### config.mk
export PLATFORM = sky130hd
export DESIGN_NAME = matrix_add_sub_seq
export DESIGN_NICKNAME = d
export VERILOG_FILES = /design/src/rtl/matrix_add_sub_seq.sv
export SDC_FILE = /design/constraint.sdc
export NUM_CORES = 2
export LEC_CHECK = 0
export ABC_AREA = 1
export CORE_MARGIN = 3
export CORE_UTILIZATION = 35
export DETAILED_ROUTE_END_ITERATION = 10
export HOLD_SLACK_MARGIN = 0.05
export PLACE_DENSITY = 0.63
export SYNTH_ARGS = -nofsm -noshare
export SYNTH_HDL_FRONTEND = slang
export SYNTH_SLANG_ARGS = --single-unit
### constraint.sdc
create_clock -name clk -period 11.01 [get_ports clk]
set_input_delay 1.6515 -clock clk [delete_from_list [all_inputs] [get_ports clk]]
set_output_delay 1.6515 -clock clk [all_outputs]
set_load 0.02 [all_outputs]
### src/rtl/matrix_add_sub_seq.sv
// -----------------------------------------------------------------------------
// matrix_add_sub_seq
//
// Row-sequential signed nos x nos matrix adder/subtractor with saturation.
// It sits downstream of the matrix multiplier and uses the same handshake:
// start with addON, get a one-cycle completion flag on endAdd.
// Res = A + B (subSel = 0) or Res = A - B (subSel = 1).
// One row of nos elements is produced per enabled clock.
//
// Ports
//   clk     : system clock, rising edge
//   rst_n   : asynchronous active-low reset
//   clk_en  : clock enable; all state holds while low
//   addON   : start request, sampled only in IDLE
//   subSel  : 0 = add, 1 = subtract; captured at start
//   A, B    : operand matrices, WIDTH-bit two's complement, captured at start
//   Res     : result matrix; rows that are not yet written read zero
//   busy    : high in ROW and DONE
//   endAdd  : high for exactly one enabled cycle, while in DONE
//   ovf     : sticky saturation flag for the current/last operation
//
// State table
//   IDLE | waiting for addON; Res and ovf hold the last result
//   ROW  | writing row rowIdx of Res on each enabled edge
//   DONE | all rows written; endAdd high; returns to IDLE
// -----------------------------------------------------------------------------
module matrix_add_sub_seq #(
    parameter int WIDTH = 16,
    parameter int nos   = 4
) (
    input  logic                                  clk,
    input  logic                                  rst_n,
    input  logic                                  clk_en,
    input  logic                                  addON,
    input  logic                                  subSel,
    input  logic [nos-1:0][nos-1:0][WIDTH-1:0]    A,
    input  logic [nos-1:0][nos-1:0][WIDTH-1:0]    B,
    output logic [nos-1:0][nos-1:0][WIDTH-1:0]    Res,
    output logic                                  busy,
    output logic                                  endAdd,
    output logic                                  ovf
);

    localparam int RW = $clog2(nos);
    localparam logic [RW-1:0] LAST_ROW = RW'(nos - 1);

    localparam logic [WIDTH-1:0] SAT_POS = {1'b0, {(WIDTH-1){1'b1}}};
    localparam logic [WIDTH-1:0] SAT_NEG = {1'b1, {(WIDTH-1){1'b0}}};

    typedef enum logic [1:0] {
        S_IDLE = 2'd0,
        S_ROW  = 2'd1,
        S_DONE = 2'd2
    } state_t;

    state_t                              r_state;
    logic [RW-1:0]                       r_row;
    logic [nos-1:0][nos-1:0][WIDTH-1:0]  r_a;
    logic [nos-1:0][nos-1:0][WIDTH-1:0]  r_b;
    logic                                r_sub;

    logic [nos-1:0][WIDTH:0]             w_sum;
    logic [nos-1:0][WIDTH-1:0]           w_row;
    logic                                w_row_sat;

    // One row of WIDTH+1-bit add/sub. With both operands sign-extended by one
    // bit the true result always fits, so the two top bits disagree exactly
    // when the WIDTH-bit range is exceeded; the top bit gives the direction.
    always_comb begin
        w_sum     = '0;
        w_row     = '0;
        w_row_sat = 1'b0;
        for (int j = 0; j < nos; j++) begin
            if (r_sub) begin
                w_sum[j] = {r_a[r_row][j][WIDTH-1], r_a[r_row][j]}
                         - {r_b[r_row][j][WIDTH-1], r_b[r_row][j]};
            end else begin
                w_sum[j] = {r_a[r_row][j][WIDTH-1], r_a[r_row][j]}
                         + {r_b[r_row][j][WIDTH-1], r_b[r_row][j]};
            end
            if (w_sum[j][WIDTH] != w_sum[j][WIDTH-1]) begin
                w_row_sat = 1'b1;
                w_row[j]  = w_sum[j][WIDTH] ? SAT_NEG : SAT_POS;
            end else begin
                w_row[j]  = w_sum[j][WIDTH-1:0];
            end
        end
    end

    always_ff @(posedge clk or negedge rst_n) begin
        if (!rst_n) begin
            r_state <= S_IDLE;
            r_row   <= '0;
            r_a     <= '0;
            r_b     <= '0;
            r_sub   <= 1'b0;
            Res     <= '0;
            busy    <= 1'b0;
            endAdd  <= 1'b0;
            ovf     <= 1'b0;
        end else if (clk_en) begin
            case (r_state)
                S_IDLE: begin
                    if (addON) begin
                        r_a     <= A;
                        r_b     <= B;
                        r_sub   <= subSel;
                        Res     <= '0;
                        ovf     <= 1'b0;
                        r_row   <= '0;
                        busy    <= 1'b1;
                        r_state <= S_ROW;
                    end
                end
                S_ROW: begin
                    Res[r_row] <= w_row;
                    if (w_row_sat) begin
                        ovf <= 1'b1;
                    end
                    if (r_row == LAST_ROW) begin
                        r_row   <= '0;
                        endAdd  <= 1'b1;
                        r_state <= S_DONE;
                    end else begin
                        r_row   <= r_row + 1'b1;
                    end
                end
                S_DONE: begin
                    endAdd  <= 1'b0;
                    busy    <= 1'b0;
                    r_state <= S_IDLE;
                end
                default: begin
                    r_row   <= '0;
                    endAdd  <= 1'b0;
                    busy    <= 1'b0;
                    r_state <= S_IDLE;
                end
            endcase
        end
    end

endmodule

[Word level (Yosys, flattened, before mapping)]
Index checks and enable logic that the tools add are counted.
Word-level totals
  input bits: 517
  register bits: 776
  output and inout port bits: 259
Operators by class
  add/sub/neg operators: 9
  reductions and logical operators: 10
  bitwise gates (word level): 3
  magnitude comparators: 2
  mux-type cells: 38
  equality and inequality tests: 10
Operators by type and width (number)
  one-hot mux 256 bit (2 select lines): 1
  binary-select mux 64 bit (select 2 bit): 2
  bitwise mux 256 bit: 1
  two-way mux 256 bit: 1
  two-way mux 64 bit: 3
  demux 64 bit (select 2 bit): 1
  two-way mux 16 bit: 8
  adder 16 x 16 -> 17 bit: 4
  two-way mux 17 bit: 4
  subtractor 16 x 16 -> 17 bit: 4
  AND reduction 3 bit: 6
  two-way mux 1 bit: 8
  two-way mux 2 bit: 4
  inequality test 2 bit, second input constant: 3
  one-hot mux 1 bit (2 select lines): 3
  one-hot mux 2 bit (3 select lines): 1
  equality test 2 bit, second input constant: 2
  inequality test 1 bit: 4
  one-hot mux 2 bit (2 select lines): 1
  AND reduction 4 bit: 1
  less-than comparator 2 x 3 -> 1 bit, second input constant: 1
  inverter 1 bit: 3
  adder 2 x 1 -> 2 bit, second input constant: 1
  equality test 2 x 1 -> 1 bit, second input constant: 1
  4 further kinds: 4

[Longest topological paths before layout]
  depth in word-level cells: 11
  mapped depth: 36

[Worst setup path before layout]
Ideal clock, no wire load.
  path type: register -> register
  from: reg r_row[0]
  to: reg Res[162] in the netlist's numbering
  required time: 10.892 ns
  slack: 5.979 ns
  stages on the path, launching flop included: 26
  clock period less this slack: 5.031 ns
  data arrival time: 4.913 ns
  cell sequence: dfrtp_1 buf_4 buf_2 buf_4 buf_4 clkbuf_1 clkbuf_1 nand2_1 a32o_1 ha_1 fa_1 o21ai_0 nand3_1 and2_1 o21ai_0 nand2_1 nand2_1 nand3_2 and2_1 ha_1 clkbuf_1 inv_1 clkbuf_1 o21ai_0 nand3_1 nand2_1
On the way
  longest elaborated chain between the ends: 8
  elaborated cells between the ends (all ways): 17
RTL lines
  start, declared: line 57  | logic [RW-1:0] r_row;
  start signal, assigned: line 125  | r_row <= r_row + 1'b1;
  binary-select mux 64 bit (select 2 bit), on equally long branches
  two-way mux 64 bit
  adder 16 x 16 -> 17 bit / subtractor 16 x 16 -> 17 bit (equally long branches): line 79, 76
  two-way mux 17 bit: line 74  | if (r_sub) begin
  two-way mux 16 bit / inequality test 1 bit (equally long branches): line 83, 81
  two-way mux 16 bit: line 81  | if (w_sum[j][WIDTH] != w_sum[j][WIDTH-1]) begin
  bitwise mux 256 bit (*): line 116  | Res[r_row] <= w_row;
  one-hot mux 256 bit (2 select lines) (*): line 102  | case (r_state)
  end signal, assigned by index: line 116
  end, declared: line 38  | output logic [nos-1:0][nos-1:0][WIDTH-1:0] Res,
Mark *: on every way between the ends. The rest lies on a longest branch, timed or not. The select of a mux whose other input is x is not followed.
A chain may end at the register's enable or synchronous reset.

[Worst setup path after layout]
  from: reg r_row[0]
  to: reg Res[146] in the netlist's numbering
Same word-level chain as after synthesis.

==> reports/results.tsv <==
metric	value	unit
Pre-Repair DR Iteration Count	5	
Clock Path Buffers	3	
I/O pin cnt	776	
Synth cell types	47	
clock slew at reported path FFs	60	ps
final hold vios	0	
grt peak-use layer	met2	
initial DRC count	2620	
CP Launch Type	register	
Clock Latency Late Sink	660	ps
Worst Tran Pin Value	1400	ps
Hold Crit Depth	2	
dpl hpwl	99300	µm
ANT nets after route	0	
# hold bufs at CTS	0	
core box area	0.107	mm²
outcome	completed	
Critical Path RT	11600	ps
Crit Path Max Fanout	115	
Post-Syn Nets	4500	
initial core utilization	0.353	
Yosys top cell area share	0.512	
# setup viols final	0	
cts repair resizes	0	
Setup TNS Final	0	ps
Period minus WS final	7110	ps
worst r2r path cells	29	
Placer Congestion	0.894	
routed vias/inst	5.12	
post-CTS setup buffer count	0	
reg2reg start	r_row[0]$_DFFE_PN0P_	
vias in the first global route	30500	
TritonCTS clock tree	built	
MaxCap Viol Count	0	
CTS sink count	776	
Yosys reg bits	776	
grt met3 use	0.0570	
commonest cells in the netlist	nand2_1 (1039), dfrtp_1 (776), mux2_2 (507)	
synth warn	0	
hold_sp	ovf$_DFFE_PN0P_	
DRT Wirelength	136000	µm
die area	0.112	mm²
WL per Instance	22.3	µm
Slew Viols, Final	0	
Buffers on Ports	775	
synthesized area	0.0379	mm²
pin count of the biggest net entering global routing	197	
Post-Syn Instances	3901	
met1 usage	0.333	
clk root buf	clkbuf_16	
RSZ-0062 raised after global routing	false	
Worst Hold Class	reg2reg	
Fillers	10200	
Crit. End Element	register	
Post-layout nets	5180	
Max-slew headroom	0.0577	
first-pass GRT wire length	200000	µm
CP max stage delay	750	ps
# H-tree levels	3	
synth top area cells	dfrtp_1 (51%), mux2_2 (15%), nand2_1 (10%)	
CP most frequent cell	nand2_1	
CP arrival	7700	ps
leading area contributor after synthesis	dfrtp_1	
most frequent cell after synthesis	nand2_1	
slowest CP cell	buf_4	
Highest Clock Rate	141	MHz
initial antenna violation count	44	
Reg-to-Reg End	Res[146]$_DFFE_PN0P_	
register area share after synthesis	0.512	
FFs w/ async S/R, synth	1.00	
DRC errors left	0	
Die Y	335	µm
total CTS buffers	88	
Max Clock Skew	26.2	ps
critical setup path kind	reg2reg	
Chip Width	335	µm
hold path endpoint	ovf$_DFFE_PN0P_	
share of layout cells above drive strength 1	0.158	
FP Rows	120	
Final Util	0.463	
Syn Area/Cell	9.71	µm²
EDFF count, synth	0	
grt ovf	0	
flop-to-flop setup slack	3900	ps
Via Count	31100	
ys flop type	dfrtp_1	
GR Util met2	0.363	
Final period util	0.645	
gr usage total	0.236	
P&R area growth vs syn	31.0	%
cell families (layout without fill, tap and decap cells):
logic type / Yosys count / in the layout / share of synthesized area
flip-flops: 776 / 776 / 0.512
adder cells (fa/ha/maj): 82 / 82 / 0.0279
other: 0 / 32 / 0
AND/OR/NAND/NOR: 1649 / 1649 / 0.180
XOR/XNOR: 80 / 80 / 0.0185
AO/OA/AOI/OAI: 443 / 443 / 0.0649
buffers and inverters: 364 / 1109 / 0.0458
multiplexers: 507 / 507 / 0.151
state kept, by name, indices dropped and copies added, names as in the netlist:
| name | flops |
|---|---|
| busy | 1 |
| Res | 256 |
| r_a | 256 |
| ovf | 1 |
| r_state | 2 |
| endAdd | 1 |
| r_row | 2 |
| r_b | 256 |
| r_sub | 1 |
worst max-delay path: cells and delay by family, from the launching register on:
family                     cells  cell delay, ps
DFF                            1             710
buffers and inverters          6            1930
adders and majority gates      2             850
AOI/OAI and AO/OA              3             940
xor gates and xnor gates       1             280
and+or+nand+nor               17            2090
layout by cell type (no fill, tap or decap), types with 6 or more instances in the layout:
cell type / instances
o22ai_1: 54
a32o_1: 7
inv_2: 10
dfrtp_1: 774
xnor2_1: 33
nand2_1: 1038
nor2_2: 6
clkdlybuf4s50_1: 774
clkbuf_8: 19
o21ai_0: 231
xor2_1: 47
ha_1: 78
or2_2: 11
a21o_1: 7
nor3_1: 9
a31oi_1: 13
o21ai_1: 17
buf_4: 32
clkinv_2: 18
bufinv_16: 6
buf_12: 6
nand3_1: 366
nor2_1: 189
diode_2: 32
clkbuf_1: 13
a32oi_1: 8
mux2_2: 507
inv_1: 126
a21oi_1: 84
o21bai_1: 10
clkbuf_16: 93
how the worst max path moves through the flow:
stage | startpoint | endpoint | cells after the start
6_report | r_row[0]$_DFFE_PN0P_ | Res[146]$_DFFE_PN0P_ | 29
3_3_place_gp | r_row[0]$_DFFE_PN0P_ | Res[4]$_DFFE_PN0P_ | 22
3_5_place_dp | r_row[0]$_DFFE_PN0P_ | Res[132]$_DFFE_PN0P_ | 22
2_1_floorplan | r_row[0]$_DFFE_PN0P_ | Res[162]$_DFFE_PN0P_ | 25
4_1_cts | r_row[0]$_DFFE_PN0P_ | Res[5]$_DFFE_PN0P_ | 22
5_1_grt | r_row[0]$_DFFE_PN0P_ | Res[146]$_DFFE_PN0P_ | 22
layout make-up:
class | instances | area [µm²] | area share
Antenna cell | 32 | 80.1 | 0.00161
Clock buffer | 125 | 2640 | 0.0531
Clock inverter | 30 | 320 | 0.00645
Inverter | 141 | 542 | 0.0109
Multi-Input combinational cell | 2761 | 16800 | 0.338
Sequential cell | 776 | 19400 | 0.391
Tap cell | 1403 | 1760 | 0.0354
Timing Repair Buffer | 813 | 8120 | 0.164
per-layer routing:
layer	vias to the layer above	share of wire
met2	1115	0.45
li1	14500	-
met1	15300	0.45
met4	18	0.021
met3	181	0.078
met5	-	0.00093
metrics by stage:
step / worst slack, ps / cells / instance area, µm² / hold WS, ps
3_5_place_dp: 4090 / 5894 / 46600 / 465
2_1_floorplan: 5980 / 3901 / 37900 / 474
6_report: 3900 / 6081 / 49700 / 477
5_1_grt: 3510 / 6065 / 49600 / 499
3_3_place_gp: 4190 / 5894 / 46600 / 461
4_1_cts: 4060 / 6049 / 49600 / 480
Power is left out: the tool's default activity adds up to more than one toggle a clock period on the data nets, which glitch-free logic cannot reach.
